$ cat src/rtl/prog_loader_if.sv
// ============================================================================
// prog_loader_if : valid/ready instruction-word stream into the program loader
// Revision 1.0
// ============================================================================
`default_nettype none

interface prog_loader_if;
  logic        in_valid;
  logic        in_ready;
  logic [31:0] in_data;

  modport master (output in_valid, output in_data, input in_ready);
  modport slave  (input in_valid, input in_data, output in_ready);
endinterface

`default_nettype wire

$ cat src/rtl/prog_loader.sv
// ============================================================================
// prog_loader : streams a program into instruction RAM, holds CPU reset, serves fetch
// Option macro PROG_LOADER_CHECKSUM_EN: trailing checksum word gates release. Rev 1.0
// ============================================================================
`default_nettype none

module prog_loader #(
  parameter int          AW  = 5,
  parameter logic [31:0] NOP = 32'h0000_0000
) (
  input  logic          clk,
  input  logic          rst_n,
  input  logic          load_start,
  input  logic [AW:0]   load_len,
  prog_loader_if.slave  stream,
  input  logic [31:0]   pc,
  output logic [31:0]   instr,
  output logic          cpu_rst_n,
  output logic          busy,
  output logic          done,
  output logic          err
);

  localparam int          DEPTH   = 2 ** AW;
  localparam logic [AW:0] DEPTH_L = (AW + 1)'(DEPTH);
  localparam logic [AW:0] ONE     = (AW + 1)'(1);

  localparam logic [2:0] S_IDLE  = 3'd0;
  localparam logic [2:0] S_LOAD  = 3'd1;
  localparam logic [2:0] S_RUN   = 3'd3;
  localparam logic [2:0] S_ERROR = 3'd4;
`ifdef PROG_LOADER_CHECKSUM_EN
  localparam logic [2:0] S_CHECK = 3'd2;
  // After the last program word (or immediately for len==0) the checksum follows.
  localparam logic [2:0] S_AFTER = S_CHECK;
`else
  localparam logic [2:0] S_AFTER = S_RUN;
`endif

  logic [2:0]  state;
  logic [2:0]  state_nx;
  logic [AW:0] addr;
  logic [AW:0] len;
  logic        xfer;
  logic        load_xfer;
  logic        start_ok;
  logic        busy_nx;
  logic [31:0] mem [DEPTH];
`ifdef PROG_LOADER_CHECKSUM_EN
  logic [31:0] sum;
`endif

`ifdef PROG_LOADER_CHECKSUM_EN
  assign stream.in_ready = (state == S_LOAD) || (state == S_CHECK);
  assign busy_nx         = (state_nx == S_LOAD) || (state_nx == S_CHECK);
`else
  assign stream.in_ready = (state == S_LOAD);
  assign busy_nx         = (state_nx == S_LOAD);
`endif

  assign xfer      = stream.in_valid & stream.in_ready;
  assign load_xfer = xfer && (state == S_LOAD);
  assign start_ok  = load_start &&
                     ((state == S_IDLE) || (state == S_RUN) || (state == S_ERROR));

  always_comb begin
    state_nx = state;
    case (state)
      S_IDLE, S_RUN, S_ERROR: begin
        if (load_start) begin
          if (load_len > DEPTH_L)
            state_nx = S_ERROR;
          else if (load_len == '0)
            state_nx = S_AFTER;
          else
            state_nx = S_LOAD;
        end
      end
      S_LOAD: begin
        if (load_xfer && ((addr + ONE) == len))
          state_nx = S_AFTER;
      end
`ifdef PROG_LOADER_CHECKSUM_EN
      S_CHECK: begin
        if (xfer)
          state_nx = (stream.in_data == sum) ? S_RUN : S_ERROR;
      end
`endif
      default: state_nx = S_IDLE;
    endcase
  end

  always_ff @(posedge clk or negedge rst_n) begin
    if (!rst_n) begin
      state     <= S_IDLE;
      addr      <= '0;
      len       <= '0;
      cpu_rst_n <= 1'b0;
      busy      <= 1'b0;
      done      <= 1'b0;
      err       <= 1'b0;
`ifdef PROG_LOADER_CHECKSUM_EN
      sum       <= '0;
`endif
    end else begin
      // Flags are decoded from the next state so they move on the same edge.
      state     <= state_nx;
      cpu_rst_n <= (state_nx == S_RUN);
      done      <= (state_nx == S_RUN);
      err       <= (state_nx == S_ERROR);
      busy      <= busy_nx;
      if (start_ok) begin
        len  <= load_len;
        addr <= '0;
`ifdef PROG_LOADER_CHECKSUM_EN
        sum  <= '0;
`endif
      end else if (load_xfer) begin
        addr <= addr + ONE;
`ifdef PROG_LOADER_CHECKSUM_EN
        sum  <= sum + stream.in_data;
`endif
      end
    end
  end

  // RAM is deliberately not reset so a partial program survives an abort.
  always_ff @(posedge clk) begin
    if (load_xfer)
      mem[addr[AW-1:0]] <= stream.in_data;
  end

  logic unused_pc_lsb;
  assign unused_pc_lsb = ^pc[1:0];

  assign instr = (pc[31:AW+2] != '0) ? NOP : mem[pc[AW+1:2]];

endmodule

`default_nettype wire

$ cat src/flat_wrapper.sv
// flat-port wrapper written by rule: the top's interface ports become plain ports
module prog_loader_flat 
#(
  parameter int          AW  = 5,
  parameter logic [31:0] NOP = 32'h0000_0000
)
  (clk, rst_n, load_start, load_len, pc, instr, cpu_rst_n, busy, done, err, stream_in_valid, stream_in_data, stream_in_ready);
  prog_loader_if stream_i ();
  input  logic clk;
  input  logic rst_n;
  input  logic load_start;
  input  logic [AW:0] load_len;
  input  logic [31:0] pc;
  output logic [31:0] instr;
  output logic cpu_rst_n;
  output logic busy;
  output logic done;
  output logic err;
  input wire logic [$bits(stream_i.in_valid)-1:0] stream_in_valid;
  input wire logic [$bits(stream_i.in_data)-1:0] stream_in_data;
  output wire logic [$bits(stream_i.in_ready)-1:0] stream_in_ready;
  assign stream_i.in_valid = stream_in_valid;
  assign stream_i.in_data = stream_in_data;
  assign stream_in_ready = stream_i.in_ready;
  prog_loader #(.AW(AW), .NOP(NOP)) u_core (.clk(clk), .rst_n(rst_n), .load_start(load_start), .load_len(load_len), .stream(stream_i), .pc(pc), .instr(instr), .cpu_rst_n(cpu_rst_n), .busy(busy), .done(done), .err(err));
endmodule
$ cat config.mk
export PLATFORM = sky130hd
export DESIGN_NAME = prog_loader_flat
export DESIGN_NICKNAME = d
export VERILOG_FILES = /design/src/rtl/prog_loader_if.sv /design/src/rtl/prog_loader.sv /design/src/flat_wrapper.sv
export SDC_FILE = /design/constraint.sdc
export NUM_CORES = 1
export LEC_CHECK = 0
export ABC_CLOCK_PERIOD_IN_PS = 3440
export CORE_MARGIN = 2
export CORE_UTILIZATION = 39
export CTS_CLUSTER_SIZE = 20
export DETAILED_ROUTE_END_ITERATION = 6
export HOLD_SLACK_MARGIN = 0.02
export PLACE_DENSITY = 0.63
export SLEW_MARGIN = 15
export SYNTH_ARGS = -nofsm -noshare
export SYNTH_HDL_FRONTEND = slang
export SYNTH_SLANG_ARGS = --single-unit
$ cat constraint.sdc
create_clock -name clk -period 3.44 [get_ports clk]
set_input_delay 0.516 -clock clk [delete_from_list [all_inputs] [get_ports clk]]
set_output_delay 0.516 -clock clk [all_outputs]
set_load 0.02 [all_outputs]
==> impl_metrics.toml, run 1 <==
[final_layout]
drive_gt1_share_pct = 32.72
area_growth_pct = 20.39
final_common_cell = "edfxtp_1"
final_cells = 3431
final_cell_mix = "edfxtp_1, mux4_2, buf_4"
nNetsFinal = 2065
antenna_cells = 0

[clocking]
cts-root-buf = "clkbuf_16"
cts_tree = "yes"
clkSlewWorstSetupHoldPaths_ns = 0.06
htreeDepth = 3
hold_buffers = 0
clk_latency_ns = 0.67
clk_path_buf_depth = 3
cts-buffers-inserted = 97
clkSinkCount = 1042

[synthesis]
synth_top_cell_area_share_pct = 77.29
synth_nets = 1791
synth_area_leaders = "edfxtp_1, mux4_2, mux2i_1"
syn_area_um2 = 39790
yosysTopAreaCell = "edfxtp_1"
syn_inst = 1713
synth_cell_type_count = 40
syn_area_per_cell_um2 = 23.23
ys_seq_area_share_pct = 78.42
yosys_warnings = 0
synth_seq_cells = 1042

[global_route]
overflow = 0
antenna_found_initial = 8
grt_first_pass_wirelength_mm = 139.1
grt.total_usage_pct = 18.63
grt_pass1_vias = 20040
grt_max_degree = 37

[critical_path]
crit_top_cell = "buf_4"
crit_required_ns = 2.92
crit_path_max_incr_delay_ns = 0.92
worstSetupPathType = "input port to output port"
critPathLaunchType = "input port"
cp_cell_sequence = "clkdlybuf4s50_1 > buf_4 > nor2_4 > a2111oi_2 > buf_4 > dlygate4sd2_1"
cp.arrival_ns = 2.87
cp-end-kind = "output port"
cpMaxStageDelayCell = "nor2_4"
cp_max_fo = 16

[timing]
max_slew_margin_pct = 19.67
max_freq_mhz = 295.2
fin_setup_tns_ns = 0
tightest_slew_ns = 1.202
slew_violations = 0
layout_setup_ws_ns = 0.05293
fin_skew_ns = 0.01979
period_needed_ns = 3.387
period_share_pct = 98.46
hold_viol_final = 0
setup_viol = 0

[detailed_routing]
num_vias = 19180
wl_mm = 97.39
via_per_inst = 5.590
met3_wirelength_mm = 7.517
ant_nets = 0
m1WireLength_mm = 38.27
dr.pass1.iters = 5
post_drt_wl_per_cell_um = 28.39
wl_met2_mm = 49.52
initialDrtViolationCount = 1924
route.top_layer_used = "met5"
drcViolationCount = 0

[floorplanning]
std_cell_rows = 117
die_h_um = 323.4
initial_core_util_pct = 39.22
die_w_um = 323.4
num_io_pins = 111
die-area_um2 = 104600
core_um2 = 101400

[placed_design]
io_buffers = 108
place.gp.congestion = 0.7788
place_ws_ns = -1.157
dp_hpwl_mm = 54.43
placed_cells = 3249

[job]
drv_cap = 0

[power_and_ir_drop]
power.leakage_nw = 15.12
power_mw = 26.94
p_per_area_nw_per_um2 = 562.4
vdd_ir_drop_max_v = 0.0003076

[outcome]
status = "finished clean"

[min_path]
hold_path.class = "input port to asynchronous set/reset pin"
layout make-up:
type / instances / area [um2]
fillers: 8088 / 53550
flip-flops and latches: 1042 / 31200
multi-input cells: 568 / 8725
repair buffers: 274 / 2992
clock buffers: 116 / 2562
well taps: 1368 / 1712
clock inverters: 59 / 693.2
inverters: 4 / 15.01
power breakdown:
part	internal, mW	switching (mW)
clock	6.37	4.58
sequential	14.2	0.0922
combinational	0.755	0.996
total	21.3	5.67
synth_stat cells:
library cell / instances
edfxtp_1: 1024
clkbuf_1: 49
and2_1: 3
o31ai_1: 1
or3_1: 4
nor2_1: 36
o41ai_1: 1
inv_1: 4
mux2i_1: 64
or4_4: 1
o41ai_4: 1
buf_2: 25
or2_2: 2
a22o_1: 34
nand2_1: 10
xor3_1: 1
nand4_1: 1
buf_1: 15
mux4_2: 256
nand2b_1: 2
ha_1: 4
a2111oi_0: 32
nand2b_4: 1
xor2_1: 3
o21ai_0: 10
xnor2_1: 6
buf_4: 11
or3b_1: 1
nor4_1: 5
and2_2: 1
nor3_1: 2
mux2_2: 6
a21oi_1: 1
or4_1: 2
o22ai_1: 64
dfrtp_1: 18
nand3b_1: 2
nand3_1: 8
and3b_2: 1
nor2b_2: 1
routing by layer:
layer | global-route usage, % | vias up
li1 | - | 7947
met1 | 24.10 | 10300
met2 | 31.58 | 770
met3 | 4.364 | 148
met4 | 5.034 | 16
met5 | 0 | -
critical path: cells and delay by family:
family | cells | cell delay [ns]
buffers and inverters | 4 | 1.23
AND/OR/NAND/NOR | 1 | 0.92
AO/OA/AOI/OAI | 1 | 0.19
state kept, by name, indices dropped and copies added, names as in the netlist:
signal            flops
u_core.cpu_rst_n      1
u_core.mem         1024
u_core.addr           6
u_core.err            1
u_core.busy           1
u_core.state          3
u_core.len            6
logic make-up after synthesis:
kind of cell / synth area share [%]
xor gates and xnor gates: 0.2579
adders and majority gates: 0.1258
DFF: 78.42
and+or+nand+nor: 1.054
buffers and inverters: 1.164
AOI/OAI and AO/OA: 2.708
muxes: 16.27
path summary, 6_finish.rpt:
kind                                           start                          end  slack (ns)  cells past startpoint
max reg2reg                u_core.state[2]$_DFF_PN0_  u_core.mem[9][25]$_DFFE_PP_        0.72                      6
min in group clk                   stream_in_data[8]   u_core.mem[8][8]$_DFFE_PP_        0.41                      1
max in group asynchronous                      rst_n        u_core.busy$_DFF_PN0_        2.60                      1
min reg2reg                u_core.len[2]$_DFFE_PN0P_    u_core.len[2]$_DFFE_PN0P_        0.54                      1
max                                            pc[6]                    instr[23]        0.05                      6
min                                            rst_n   u_core.addr[2]$_DFFE_PN0P_        0.34                      1
stage by stage:
step	hold slack (ns)	area, um2	util (%)
after floorplan	0.2204	39790	-
after global placement	0.5203	44210	43.58
after detailed placement	0.5279	44210	43.58
after CTS	0.3296	47730	47.05
after global routing	0.3761	47900	47.21
final	0.3369	47900	47.21
what timing repair did:
action | in CTS | in global routing
gates cloned | 2 | 1
setup endpoints to repair | 32 | 30
hold endpoints to repair | 0 | 0
resized for setup | 99 | 51
pin swaps | 19 | 7
buffers inserted | 1 | 4
(Power assumes the default switching activity.)
==> run 2: changes to the inputs <==
--- a/config.mk
+++ b/config.mk
@@ -10,9 +10,11 @@
 export CORE_UTILIZATION = 39
 export CTS_CLUSTER_SIZE = 20
 export DETAILED_ROUTE_END_ITERATION = 6
+export GPL_ROUTABILITY_DRIVEN = 1
 export HOLD_SLACK_MARGIN = 0.02
+export MAX_ROUTING_LAYER = met4
 export PLACE_DENSITY = 0.63
-export SLEW_MARGIN = 15
+export SLEW_MARGIN = 20
 export SYNTH_ARGS = -nofsm -noshare
 export SYNTH_HDL_FRONTEND = slang
 export SYNTH_SLANG_ARGS = --single-unit
==> run 2 against run 1 <==
  * Worst setup slack better by 0.029 ns
  * Final cell count grew 0.58%
  * Clock power about the same
  * Die area stayed put
  * Non-clock buffer count increased by 2
  * Register-to-register slack gained 0.02 ns
  * Clock skew fell by 0.00064 ns
  * Critical endpoint is now instr[21]
  * Largest power group unchanged
==> impl_metrics.toml, run 2 (synthesized netlist as in run 1, its figures left out) <==
[clocking]
clk_latency_ns = 0.67
hold_buffers = 0
clkSlewWorstSetupHoldPaths_ns = 0.06
htreeDepth = 3
clkSinkCount = 1042
cts-root-buf = "clkbuf_16"
cts-buffers-inserted = 99
cts_tree = "yes"
clk_path_buf_depth = 3

[critical_path]
cp-end-kind = "output port"
reg2reg_slack_ns = 0.74
crit_required_ns = 2.92
cp.arrival_ns = 2.84
r2r_start = "u_core.state[2]$_DFF_PN0_"
critPathLaunchType = "input port"
r2r_end = "u_core.mem[9][25]$_DFFE_PP_"
crit_path_start = "pc[26]"
reg2reg_depth = 6
worstSetupPathType = "input port to output port"
cp_max_fo = 14

[detailed_routing]
dr.pass1.iters = 7
drcViolationCount = 0
wl_mm = 97.69
num_vias = 19200
initialDrtViolationCount = 1995
via_per_inst = 5.564
ant_nets = 0
post_drt_wl_per_cell_um = 28.31

[final_layout]
largest_register_ffs = 1024
nNetsFinal = 2068
drive_gt1_share_pct = 33.30
final_cell_mix = "edfxtp_1, mux4_2, buf_4"
fin_util_pct = 47.31
final_common_cell = "edfxtp_1"
area_growth_pct = 20.63

[power_and_ir_drop]
p_sw_share_pct = 21.45
p_sw_mw = 5.789
vdd_ir_drop_max_v = 0.0003788
p_seq_share_pct = 52.8
clkPwrFrac_pct = 40.8
intPower_mw = 21.20
combPwrFrac_pct = 6.5
power_mw = 26.99
p_per_area_nw_per_um2 = 562.4
power.leakage_nw = 15.15

[placed_design]
io_buffers = 108
place.gp.congestion = 0.7895
dp_hpwl_mm = 54.80

[outcome]
status = "finished clean"

[global_route]
grt_first_pass_wirelength_mm = 139.5
antenna_found_initial = 8
grt_pass1_vias = 20040
grt_max_degree = 37
overflow = 0
grt.total_usage_pct = 19.27

[floorplanning]
num_io_pins = 111
die_w_um = 323.4
core_um2 = 101400
die-area_um2 = 104600
std_cell_rows = 117
initial_core_util_pct = 39.22
die_h_um = 323.4

[timing]
slew_violations = 0
setup_viol = 0
period_needed_ns = 3.358
fin_skew_ns = 0.01915
max_slew_margin_pct = 28.71
max_freq_mhz = 297.8
hold_ws_ns = 0.3357
tightest_slew_ns = 1.066
hold_viol_final = 0
period_share_pct = 97.62

[min_path]
hold_path.class = "input port to asynchronous set/reset pin"

[job]
drv_cap = 0
[run 2: changes by cell type in the layout (fill, tap and decap cells not counted), sizes merged]
cell	before	now
buf	181	193
clkinv	37	49
clkdlybuf4s50	66	55
clkdlybuf4s15	6	16
diode	0	8
dlygate4sd2	7	0
clkbuf	126	120
bufinv	14	11
dlymetal6s2s	4	7
inv	5	7
bufbuf	0	1
nor2	37	36
[run 2: cell type report]
class,count,area (um2)
inverters,4,15.01
flip-flops and latches,1042,31200
fillers,8069,53460
diodes,8,20.02
clock inverters,70,655.6
well taps,1368,1712
clock buffers,116,2626
multi-input cells,567,8740
repair buffers,276,3024
[run 2: how the worst max path moves through the flow]
stage	to	slack, ns	depth (start not counted)
6_report	instr[21]	0.08	10
4_1_cts	instr[8]	0.004	10
2_1_floorplan	instr[0]	0.19	5
3_5_place_dp	instr[10]	-1.13	7
5_1_grt	instr[6]	-0.005	11
3_3_place_gp	instr[11]	-0.92	7
[run 2: timing repair]
action,CTS,global route
pin swaps,6,9
gates resized for setup,145,33
gates cloned,2,0
endpoints found under the setup margin,32,32
setup buffers,1,4
hold endpoints to repair,0,0
[run 2: power groups by stage]
stage               clock network [mW]  registers, mW  logic, mW
global route                      11.7           14.2       1.87
detailed placement                   0           14.5       1.72
finish                            11.0           14.2       1.75
floorplan                            0           14.5      0.922
global placement                     0           14.5       1.66
CTS                               11.2           14.2       1.76
[run 2: metal layers]
| layer | wire (um) | up-vias | global-route usage [%] |
|---|---|---|---|
| met5 | 0 | - | - |
| met3 | 7434 | 127 | 4.458 |
| met1 | 38920 | 10380 | 24.46 |
| met4 | 1812 | 0 | 5.096 |
| li1 | - | 7984 | - |
| met2 | 49520 | 706 | 31.33 |
[run 2: through the flow]
step	worst slack (ns)	std cells	setup TNS [ns]	cell area, um2
after floorplan	0.1929	1713	0	39790
after global placement	-0.9227	3249	-14.03	44210
after detailed placement	-1.134	3250	-16.62	44240
after CTS	0.004390	3439	0	47860
after global routing	-0.005358	3451	-0.005358	47990
final	0.08191	3451	0	47990
[run 2: worst max-delay path, cell delays in order]
cell             delay (ns)
clkdlybuf4s50_1        0.42
nor4_2                 0.23
nand2_1                0.13
nor4_4                 0.22
nand4_1                0.14
buf_6                  0.18
buf_12                 0.17
a2111oi_1              0.37
buf_4                  0.18
clkdlybuf4s15_2        0.25
